[src/rtl/regfile_pkg.sv]
// Shared constants for the register-file write-port arbiter.
package regfile_pkg;

    localparam int unsigned ADDR_W_DEF = 5;
    localparam int unsigned DATA_W_DEF = 32;

    // Requester ids; also the bit position of each requester in the grant vector.
    localparam int unsigned REQ0 = 0;
    localparam int unsigned REQ1 = 1;

    localparam logic [1:0] GRANT_NONE = 2'b00;
    localparam logic [1:0] GRANT_REQ0 = 2'b01;
    localparam logic [1:0] GRANT_REQ1 = 2'b10;

endpackage

[src/rtl/regfile_wr_fifo.sv]
// Per-requester write FIFO: address/data storage with push/pop, occupancy count,
// head outputs and per-entry valid/address vectors for hazard comparison.
module regfile_wr_fifo #(
    parameter int unsigned ADDR_W = 5,
    parameter int unsigned DATA_W = 32,
    parameter int unsigned DEPTH  = 2,
    localparam int unsigned CNT_W = $clog2(DEPTH) + 1
) (
    input  logic                         clk,
    input  logic                         rst_n,
    input  logic                         push,
    input  logic [ADDR_W-1:0]            push_addr,
    input  logic [DATA_W-1:0]            push_data,
    input  logic                         pop,
    output logic [CNT_W-1:0]             count,
    output logic [ADDR_W-1:0]            head_addr_c,
    output logic [DATA_W-1:0]            head_data_c,
    output logic [DEPTH-1:0]             entry_valid_c,
    output logic [DEPTH-1:0][ADDR_W-1:0] entry_addr_c
);

    localparam int unsigned PTR_W = $clog2(DEPTH);

    logic [PTR_W-1:0]             wr_ptr;
    logic [PTR_W-1:0]             rd_ptr;
    logic [DEPTH-1:0][ADDR_W-1:0] addr_mem;
    logic [DEPTH-1:0][DATA_W-1:0] data_mem;
    logic [PTR_W-1:0]             offset;

    // Pointers wrap naturally since DEPTH is a power of two.
    always_ff @(posedge clk or negedge rst_n) begin
        if (!rst_n) begin
            wr_ptr <= '0;
            rd_ptr <= '0;
            count  <= '0;
        end else begin
            if (push) wr_ptr <= wr_ptr + PTR_W'(1);
            if (pop)  rd_ptr <= rd_ptr + PTR_W'(1);
            case ({push, pop})
                2'b10:   count <= count + CNT_W'(1);
                2'b01:   count <= count - CNT_W'(1);
                default: count <= count;
            endcase
        end
    end

    // Entry storage; contents need no reset since validity comes from count.
    always_ff @(posedge clk) begin
        if (push) begin
            addr_mem[wr_ptr] <= push_addr;
            data_mem[wr_ptr] <= push_data;
        end
    end

    assign head_addr_c  = addr_mem[rd_ptr];
    assign head_data_c  = data_mem[rd_ptr];
    assign entry_addr_c = addr_mem;

    // A slot is live when its distance from the read pointer is below count.
    always_comb begin
        entry_valid_c = '0;
        offset        = '0;
        for (int unsigned i = 0; i < DEPTH; i++) begin
            offset           = PTR_W'(i) - rd_ptr;
            entry_valid_c[i] = CNT_W'(offset) < count;
        end
    end

endmodule

[src/rtl/regfile_wr_arbiter.sv]
// Shares the register-file write port between two requesters through per-requester
// FIFOs and a round-robin arbiter, and flags read-after-write hazards on RA1/RA2.
module regfile_wr_arbiter
    import regfile_pkg::*;
#(
    parameter int unsigned ADDR_W    = ADDR_W_DEF,
    parameter int unsigned DATA_W    = DATA_W_DEF,
    parameter int unsigned DEPTH     = 2,
    parameter int unsigned ZERO_DROP = 1
) (
    input  logic              Input_clk,
    input  logic              Input_rst_n,
    input  logic              Input_req0_valid,
    input  logic [ADDR_W-1:0] Input_req0_addr,
    input  logic [DATA_W-1:0] Input_req0_data,
    output logic              monitor_req0_ready,
    input  logic              Input_req1_valid,
    input  logic [ADDR_W-1:0] Input_req1_addr,
    input  logic [DATA_W-1:0] Input_req1_data,
    output logic              monitor_req1_ready,
    input  logic [ADDR_W-1:0] Input_RA1,
    input  logic [ADDR_W-1:0] Input_RA2,
    output logic              monitor_WE,
    output logic [ADDR_W-1:0] monitor_WA,
    output logic [DATA_W-1:0] monitor_WD,
    output logic [1:0]        monitor_grant,
    output logic              monitor_hazard1,
    output logic              monitor_hazard2
);

    localparam int unsigned CNT_W = $clog2(DEPTH) + 1;

    logic                         req_valid  [2];
    logic [ADDR_W-1:0]            req_addr   [2];
    logic [DATA_W-1:0]            req_data   [2];
    logic                         ready_c    [2];
    logic                         push_c     [2];
    logic [CNT_W-1:0]             count      [2];
    logic [ADDR_W-1:0]            head_addr  [2];
    logic [DATA_W-1:0]            head_data  [2];
    logic [DEPTH-1:0]             entry_valid[2];
    logic [DEPTH-1:0][ADDR_W-1:0] entry_addr [2];

    logic       rr_ptr;
    logic       rr_ptr_nxt;
    logic [1:0] grant_c;
    logic       hit1;
    logic       hit2;

    assign req_valid[REQ0] = Input_req0_valid;
    assign req_addr[REQ0]  = Input_req0_addr;
    assign req_data[REQ0]  = Input_req0_data;
    assign req_valid[REQ1] = Input_req1_valid;
    assign req_addr[REQ1]  = Input_req1_addr;
    assign req_data[REQ1]  = Input_req1_data;

    assign monitor_req0_ready = ready_c[REQ0];
    assign monitor_req1_ready = ready_c[REQ1];

    // One FIFO per requester; address-0 writes complete the handshake but are not stored.
    for (genvar g = 0; g < 2; g++) begin : g_fifo
        assign ready_c[g] = count[g] < CNT_W'(DEPTH);
        assign push_c[g]  = req_valid[g] && ready_c[g]
                            && !((ZERO_DROP != 0) && (req_addr[g] == '0));

        regfile_wr_fifo #(
            .ADDR_W (ADDR_W),
            .DATA_W (DATA_W),
            .DEPTH  (DEPTH)
        ) u_fifo (
            .clk           (Input_clk),
            .rst_n         (Input_rst_n),
            .push          (push_c[g]),
            .push_addr     (req_addr[g]),
            .push_data     (req_data[g]),
            .pop           (grant_c[g]),
            .count         (count[g]),
            .head_addr_c   (head_addr[g]),
            .head_data_c   (head_data[g]),
            .entry_valid_c (entry_valid[g]),
            .entry_addr_c  (entry_addr[g])
        );
    end

    // Round-robin grant on the FIFO heads; the pointer names the preferred requester.
    always_comb begin
        grant_c    = GRANT_NONE;
        rr_ptr_nxt = rr_ptr;
        if ((count[REQ0] != '0) && ((count[REQ1] == '0) || (rr_ptr == 1'(REQ0)))) begin
            grant_c    = GRANT_REQ0;
            rr_ptr_nxt = 1'(REQ1);
        end else if (count[REQ1] != '0) begin
            grant_c    = GRANT_REQ1;
            rr_ptr_nxt = 1'(REQ0);
        end
    end

    // Registered write port; WA/WD hold their last values when idle.
    always_ff @(posedge Input_clk or negedge Input_rst_n) begin
        if (!Input_rst_n) begin
            rr_ptr        <= 1'(REQ0);
            monitor_WE    <= 1'b0;
            monitor_WA    <= '0;
            monitor_WD    <= '0;
            monitor_grant <= GRANT_NONE;
        end else begin
            rr_ptr        <= rr_ptr_nxt;
            monitor_WE    <= (grant_c != GRANT_NONE);
            monitor_grant <= grant_c;
            if (grant_c[REQ0]) begin
                monitor_WA <= head_addr[REQ0];
                monitor_WD <= head_data[REQ0];
            end else if (grant_c[REQ1]) begin
                monitor_WA <= head_addr[REQ1];
                monitor_WD <= head_data[REQ1];
            end
        end
    end

    // Hazard when a read address matches any queued entry or the write in flight.
    always_comb begin
        hit1 = monitor_WE && (monitor_WA == Input_RA1);
        hit2 = monitor_WE && (monitor_WA == Input_RA2);
        for (int unsigned g = 0; g < 2; g++) begin
            for (int unsigned e = 0; e < DEPTH; e++) begin
                if (entry_valid[g][e] && (entry_addr[g][e] == Input_RA1)) hit1 = 1'b1;
                if (entry_valid[g][e] && (entry_addr[g][e] == Input_RA2)) hit2 = 1'b1;
            end
        end
        if ((ZERO_DROP != 0) && (Input_RA1 == '0)) hit1 = 1'b0;
        if ((ZERO_DROP != 0) && (Input_RA2 == '0)) hit2 = 1'b0;
        monitor_hazard1 = hit1;
        monitor_hazard2 = hit2;
    end

endmodule

[config.mk]
export PLATFORM = sky130hd
export DESIGN_NAME = regfile_wr_arbiter
export DESIGN_NICKNAME = d
export VERILOG_FILES = /design/src/rtl/regfile_pkg.sv /design/src/rtl/regfile_wr_fifo.sv /design/src/rtl/regfile_wr_arbiter.sv
export SDC_FILE = /design/constraint.sdc
export NUM_CORES = 1
export LEC_CHECK = 0
export BUFFER_PORTS_ARGS = -buffer_cell sky130_fd_sc_hd__buf_2
export CORE_UTILIZATION = 40
export CTS_CLUSTER_SIZE = 24
export DETAILED_ROUTE_END_ITERATION = 7
export PLACE_DENSITY = 0.69
export SKIP_LAST_GASP = 1
export SLEW_MARGIN = 20
export SYNTH_ARGS = -nofsm -noshare
export SYNTH_HDL_FRONTEND = slang
export SYNTH_SLANG_ARGS = --single-unit
[constraint.sdc]
create_clock -name Input_clk -period 3.2 [get_ports Input_clk]
set_input_delay 0.16 -clock Input_clk [delete_from_list [all_inputs] [get_ports Input_clk]]
set_output_delay 0.16 -clock Input_clk [all_outputs]
set_load 0.01 [all_outputs]
Yosys cells after proc, flatten, opt, wreduce, memory -nomap -nowiden
Index checks and enable logic that the tools add are counted.
{"block": "totals", "ff_bits": 197, "latch_bits": 0, "mem_bits_rw": 0, "mem_bits_ro": 0, "in_bits": 88, "output_inout_bits": 44, "elab_cells": 129, "n_memories": 0}
{"block": "op_classes", "add_sub_neg": 12, "mul": 0, "n_div": 0, "n_lt_le_gt_ge": 12, "eq_ne": 14, "shift": 0, "muxes": 40, "n_bitwise": 1, "reduce_logical": 31}
{"operator": "2-to-1 mux 32 bit", "count": 8}
{"operator": "bitwise mux 64 bit", "count": 2}
{"operator": "demux 32 bit (select 1 bit)", "count": 2}
{"operator": "== test 5 bit", "count": 10}
{"operator": "2-to-1 mux 5 bit", "count": 8}
{"operator": "bitwise mux 10 bit", "count": 2}
{"operator": "zero test 5 bit", "count": 4}
{"operator": "logical AND 1 bit", "count": 17}
{"operator": "2-to-1 mux 1 bit", "count": 12}
{"operator": "nonzero test 2 bit", "count": 6}
{"operator": "demux 5 bit (select 1 bit)", "count": 2}
{"operator": "less-than comparator 1 x 2 -> 1 bit", "count": 4}
{"operator": "less-than comparator 1 x 2 -> 1 bit, second input constant", "count": 4}
{"operator": "one-hot mux 2 bit (2 select lines)", "count": 2}
{"operator": "adder 1 bit, second input constant", "count": 4}
{"operator": "adder 2 x 1 -> 2 bit, second input constant", "count": 2}
{"operator": "== test 2 x 1 -> 1 bit, second input constant", "count": 2}
{"operator": "== test 2 bit, second input constant", "count": 2}
{"operator": "less-than comparator 2 bit, second input constant", "count": 2}
{"operator": "2-to-1 mux 2 bit", "count": 2}
{"operator": "subtractor 1 bit, first input constant", "count": 4}
{"operator": "subtractor 2 x 1 -> 2 bit, second input constant", "count": 2}
{"operator": "greater-or-equal comparator 1 bit, second input constant", "count": 2}
{"operator": "zero test 1 bit", "count": 2}
{"operator": "3 further kinds", "count": 3}

Logic depth before layout (Yosys ltp)
{"block": "depth", "ltp_word": 8, "depth_mapped": 10, "ltp_nobuf": 8}

By module
Synthesis repeated with hierarchy kept, for this count alone.
{"block": "unflattened", "hier_cells": 494, "hier_area_um2": 8087.8}
{"mod": "regfile_wr_fifo (g_fifo[1].u_fifo)", "instances": 1, "cells_per_inst": 132, "area_per_inst_um2": 2879.0, "seq_area_each_um2": 2322.2}
{"mod": "regfile_wr_fifo (g_fifo[0].u_fifo)", "instances": 1, "cells_per_inst": 132, "area_per_inst_um2": 2871.5, "seq_area_each_um2": 2322.2}
{"mod": "regfile_wr_arbiter", "instances": 1, "cells_per_inst": 230, "area_per_inst_um2": 2337.2, "seq_area_each_um2": 1026.0}

Least setup slack after synthesis
Ideal clock, no wire load.
{"block": "synth_timing", "path_type": "reg2reg", "startpoint": "register g_fifo[0].u_fifo.count[1]", "endpoint": "register g_fifo[0].u_fifo.data_mem[0] (netlist name), enable pin", "setup_time_ns": 0.431, "arrival_time_ns": 2.371, "required_ns": 2.769, "path_slack_ns": 0.398, "stages_incl_launch_ff": 5, "path_buffers": 1, "path_cell_list": "dfrtp_1 buf_2 inv_1 o211ai_2 nor2_1"}
{"block": "synth_between", "elab_chain_cells": 3}
{"item": "from (decl)", "line": "regfile_wr_fifo.sv:15", "text": "output logic [CNT_W-1:0] count,"}
{"item": "from (signal assigned)", "line": "regfile_wr_fifo.sv:40", "text": "2'b10: count <= count + CNT_W'(1);"}
{"item": "from (signal assigned)", "line": "regfile_wr_fifo.sv:41", "text": "2'b01: count <= count - CNT_W'(1);"}
{"item": "from (signal assigned)", "line": "regfile_wr_fifo.sv:42", "text": "default: count <= count;"}
{"item": "less-than comparator 2 bit", "line": "regfile_wr_arbiter.sv:62", "text": "assign ready_c[g] = count[g] < CNT_W'(DEPTH);"}
{"item": "net monitor_req0_ready", "line": "regfile_wr_arbiter.sv:16", "text": "output logic monitor_req0_ready,"}
{"item": "logical AND 1 bit", "line": "regfile_wr_arbiter.sv:63", "text": "assign push_c[g] = req_valid[g] && ready_c[g]"}
{"item": "logical AND 1 bit", "line": "regfile_wr_arbiter.sv:64", "text": "&& !((ZERO_DROP != 0) && (req_addr[g] == '0));"}
{"item": "to (signal, indexed assignment)", "line": "regfile_wr_fifo.sv:51", "text": "data_mem[wr_ptr] <= push_data;"}
{"item": "to (decl)", "line": "regfile_wr_fifo.sv:27", "text": "logic [DEPTH-1:0][DATA_W-1:0] data_mem;"}
The timed path passes the listed nets, and every way through them passes these cells.
A chain may end at the register's enable or synchronous reset.

Worst setup path in the final report
{"block": "layout_timing", "startpoint": "register g_fifo[0].u_fifo.count[0]", "endpoint": "output monitor_hazard1"}
{"block": "layout_between", "elab_chain_cells": 7, "elab_cells_between_ends": 9, "classes_between": "2 x order compare; 5 x mux; 2 x reduce/logical"}
{"item": "less-than comparator 1 x 2 -> 1 bit", "line": "regfile_wr_fifo.sv:65", "text": "entry_valid_c[i] = CNT_W'(offset) < count;"}
{"item": "logical AND 1 bit", "line": "regfile_wr_arbiter.sv:126", "text": "if (entry_valid[g][e] && (entry_addr[g][e] == Input_RA1)) hit1 = 1'b1;"}
{"item": "2-to-1 mux 1 bit", "line": "regfile_wr_arbiter.sv:126"}
{"item": "2-to-1 mux 1 bit (*) (3 in series)", "line": "regfile_wr_arbiter.sv:126"}
{"item": "2-to-1 mux 1 bit (*)", "line": "regfile_wr_arbiter.sv:130", "text": "if ((ZERO_DROP != 0) && (Input_RA1 == '0)) hit1 = 1'b0;"}
{"item": "to (decl)", "line": "regfile_wr_arbiter.sv:27", "text": "output logic monitor_hazard1,"}
Every way passes the cells marked *; elsewhere a longest branch is shown, timed or not.

==> flow_metrics.tcl <==
set metrics [dict create \
    start_util_pct 40.86 \
    grt_pass1_vias 5289 \
    setup_tns_ns 0 \
    via_per_inst 5.055 \
    path_clk_slew_ns 0.07 \
    grt_busiest_layer "met2" \
    power_frac_clock_pct 24.7 \
    area_delta_synth_final_pct 30.13 \
    p_comb_share_pct 32.5 \
    synth_area_leaders "edfxtp_1, dfrtp_1, mux2i_1, xnor2_1, o221ai_1" \
    n_antenna_cell 0 \
    maxCapViolCount 0 \
    cp-start-kind "flop" \
    use_met2_pct 31.35 \
    synth.top_cell.area_share_pct 55.88 \
    ys_types 30 \
    synth_fa_ha_area_share_pct 0.3147 \
    hold_ws_ns 0.1220 \
    cts.repair.resized 0 \
    synth_most_common_cell "edfxtp_1" \
    async_flop_share_pct 24.87 \
    fin_crit_sh_pct 77.35 \
    htreeDepth 4 \
    clock_skew_ns 0.007761 \
    crit_arrival_ns 2.32 \
    yosys.area_share.simple_pct 4.311 \
    critPathMostFrequentCell "a21oi_1" \
    syn-num-nets 597 \
    synth_top_area_cell "edfxtp_1" \
    seq_power_share_pct 42.9 \
    synthXorXnorAreaFrac_pct 6.608 \
    grt_pass1_wl_um 28860 \
    worstPathBufferInverterCount 1 \
    cts_setup_buffers 0 \
    tightest_slew_ns 0.7093 \
    routabilityCongestion 0.9162 \
    grt_max_degree 40 \
    rsz0062_at_grt "no" \
    seq_area_frac_synth_pct 71.30 \
    crit_slowest_cell "dfrtp_1" \
    crit_type "flop to output pin" \
    clock_latency_ns 0.43 \
    layout-drive-gt1-share_pct 26.86 \
    drt_iter0_drc 463 \
    use_met1_pct 25.59 \
    synth_warnings 0 \
    hold_violations 0 \
    cts_tree "done" \
    root_buffer "clkbuf_16" \
    min_path_type "primary input to flop" \
    drv_slew 0 \
    cts_max_path_buffers 2 \
    antenna_left 0 \
    cp_cell_sequence "a21oi_1 > or4_1 > nor3_1 > a311oi_1 > a21oi_1 > buf_2" \
    grt_overflow 0 \
    worstSetupEndpointType "output pin" \
    die_w_um 143 \
    cts_buffers 17 \
    p_int_mw 6.053 \
    track_usage_pct 19.25 \
    syn-cell-area_mm2 0.007953 \
    synth_edf_count 148 \
    critPathRequiredTime_ns 3.04 \
    muxShareOfSynthArea_pct 9.424 \
    fin_crit_ns 2.475 \
    synth_seq_cells 197 \
    clock-sinks 197 \
    p_switching_mw 3.080 \
    wl_um 18620 \
    swShare_pct 33.72 \
    ir_drop_uv 535.4 \
    synth_compound_area_share_pct 5.648 \
    grt_use_met3_pct 4.125 \
    die_area_mm2 0.02045 \
    synthTopCellsByCount "edfxtp_1, mux2i_1, dfrtp_1" \
    antenna_found_initial 0 \
    max_stage_delay_ns 0.58 \
    num_vias 5010 \
    dieHeight_um 143 \
    reg2reg_slack_ns 1.04 \
    power-per-cell-area_mw_per_mm2 882.5 \
    postCtsHoldBufs 75 \
    io_pins 132 \
    leakage_nw 4.022 \
    coreArea_mm2 0.01946 \
    max_slew_margin_pct 52.60 \
    place_hpwl_um 12240 \
    first_pass_iters 4 \
    port_buffers 131 \
    wl_per_cell_um 18.79 \
    cp_top_family "simple AND/OR/NAND/NOR gates" \
    worstPathMaxFanout 7 \
    fmax_mhz 404.0 \
    setup_violations 0 \
    synth_top_family_by_area "multiplexers" \
    syn_area_per_cell_um2 15.69 \
    num_rows 51 \
    final_nets 803 \
    drc 0 \
    status "completed" \
    synthFlopType "edfxtp_1" \
    synthCells 507 \
]
## routing by layer
layer  vias to the layer above  wire (µm)
li1                       2317          -
met1                      2512       8361
met2                       156       9025
met3                        25        961
met4                         0        275
met5                         -          0
## registers in the layout, indices dropped and copies added (netlist names)
register	cells
g_fifo.u_fifo.count	4
g_fifo.u_fifo.data_mem	128
g_fifo.u_fifo.entry_addr_c	20
g_fifo.u_fifo.rd_ptr	2
g_fifo.u_fifo.wr_ptr	2
monitor_WA	5
monitor_WD	32
monitor_WE	1
monitor_grant	2
rr_ptr	1
## final timing paths
check,from,to,cells after the start
min reg2reg,monitor_WD[24]$_DFFE_PN0P_,monitor_WD[24]$_DFFE_PN0P_,2
min in group asynchronous,Input_rst_n,monitor_WD[30]$_DFFE_PN0P_,2
min,Input_req0_valid,g_fifo[0].u_fifo.wr_ptr$_DFFE_PN0P_,3
max in group asynchronous,Input_rst_n,monitor_WD[28]$_DFFE_PN0P_,3
max reg2reg,g_fifo[1].u_fifo.count[0]$_DFFE_PN0P_,g_fifo[1].u_fifo.count[1]$_DFFE_PN0P_,8
max,g_fifo[0].u_fifo.count[0]$_DFFE_PN0P_,monitor_hazard1,6
## worst register-to-register path: stages, from the launching register on
cell,delay (ns)
dfrtp_1,0.51
o21ai_0,0.43
o21ai_4,0.31
o21ai_4,0.13
inv_1,0.07
ha_1,0.21
xnor2_1,0.18
nor2_1,0.09
xnor2_1,0.12
## cell type report
cell class              count  area [µm²]
repair buffers            219        1539
clock buffers              19       464.2
inverters                   9       33.78
well taps                 265       331.6
multi-input cells         269        2137
flip-flops and latches    197        5673
fillers                  1585        9114
clock inverters            13       170.2
## power groups by stage
stage | Sequential (mW) | Combinational (mW) | Clock, mW
finish | 3.91 | 2.96 | 2.25
global route | 3.99 | 3.22 | 2.39
CTS | 3.92 | 2.97 | 2.29
detailed placement | 3.97 | 2.88 | 0
global placement | 3.94 | 2.77 | 0
floorplan | 3.94 | 1.87 | 0
## through the flow
stage               area [µm²]  power [mW]  worst slack (ns)  util [%]  cells
finish                   10350       9.133            0.7248     53.17    991
global route             10350       9.601            0.5531     53.17    991
CTS                      10300       9.186            0.7281     52.92    989
detailed placement        8914       6.857            0.9661     45.80    882
global placement          8914       6.712             1.081     45.80    882
floorplan                 7953       5.806            0.3977         -    507
## placed cells by master (no fill, tap or decap), types with 3 or more instances in the layout
cell | netlist | layout
inv_1 | 9 | 9
buf_4 | 2 | 12
mux2i_1 | 67 | 67
nor2_1 | 15 | 11
o21ai_1 | 6 | 6
a21oi_1 | 13 | 13
edfxtp_1 | 148 | 148
mux2_2 | 7 | 7
xor2_1 | 26 | 26
dlygate4sd3_1 | 0 | 75
nor2_4 | 0 | 4
nand4_1 | 4 | 4
nor4_1 | 5 | 5
buf_2 | 17 | 130
nand2_1 | 37 | 37
clkbuf_16 | 0 | 18
o221ai_1 | 30 | 30
xnor2_1 | 34 | 34
bufinv_16 | 0 | 3
nor3_1 | 5 | 5
clkinv_4 | 0 | 3
dfrtp_1 | 49 | 47
or4_1 | 4 | 4
## cells by family after synthesis
| family | count (synthesis) |
|---|---|
| AND/OR/NAND/NOR | 73 |
| AO/OA/AOI/OAI | 60 |
| XOR/XNOR | 60 |
| adder cells (fa/ha/maj) | 2 |
| multiplexers | 74 |
| buffers and inverters | 41 |
| flip-flops | 197 |
Power figures use the tool's default switching activity.
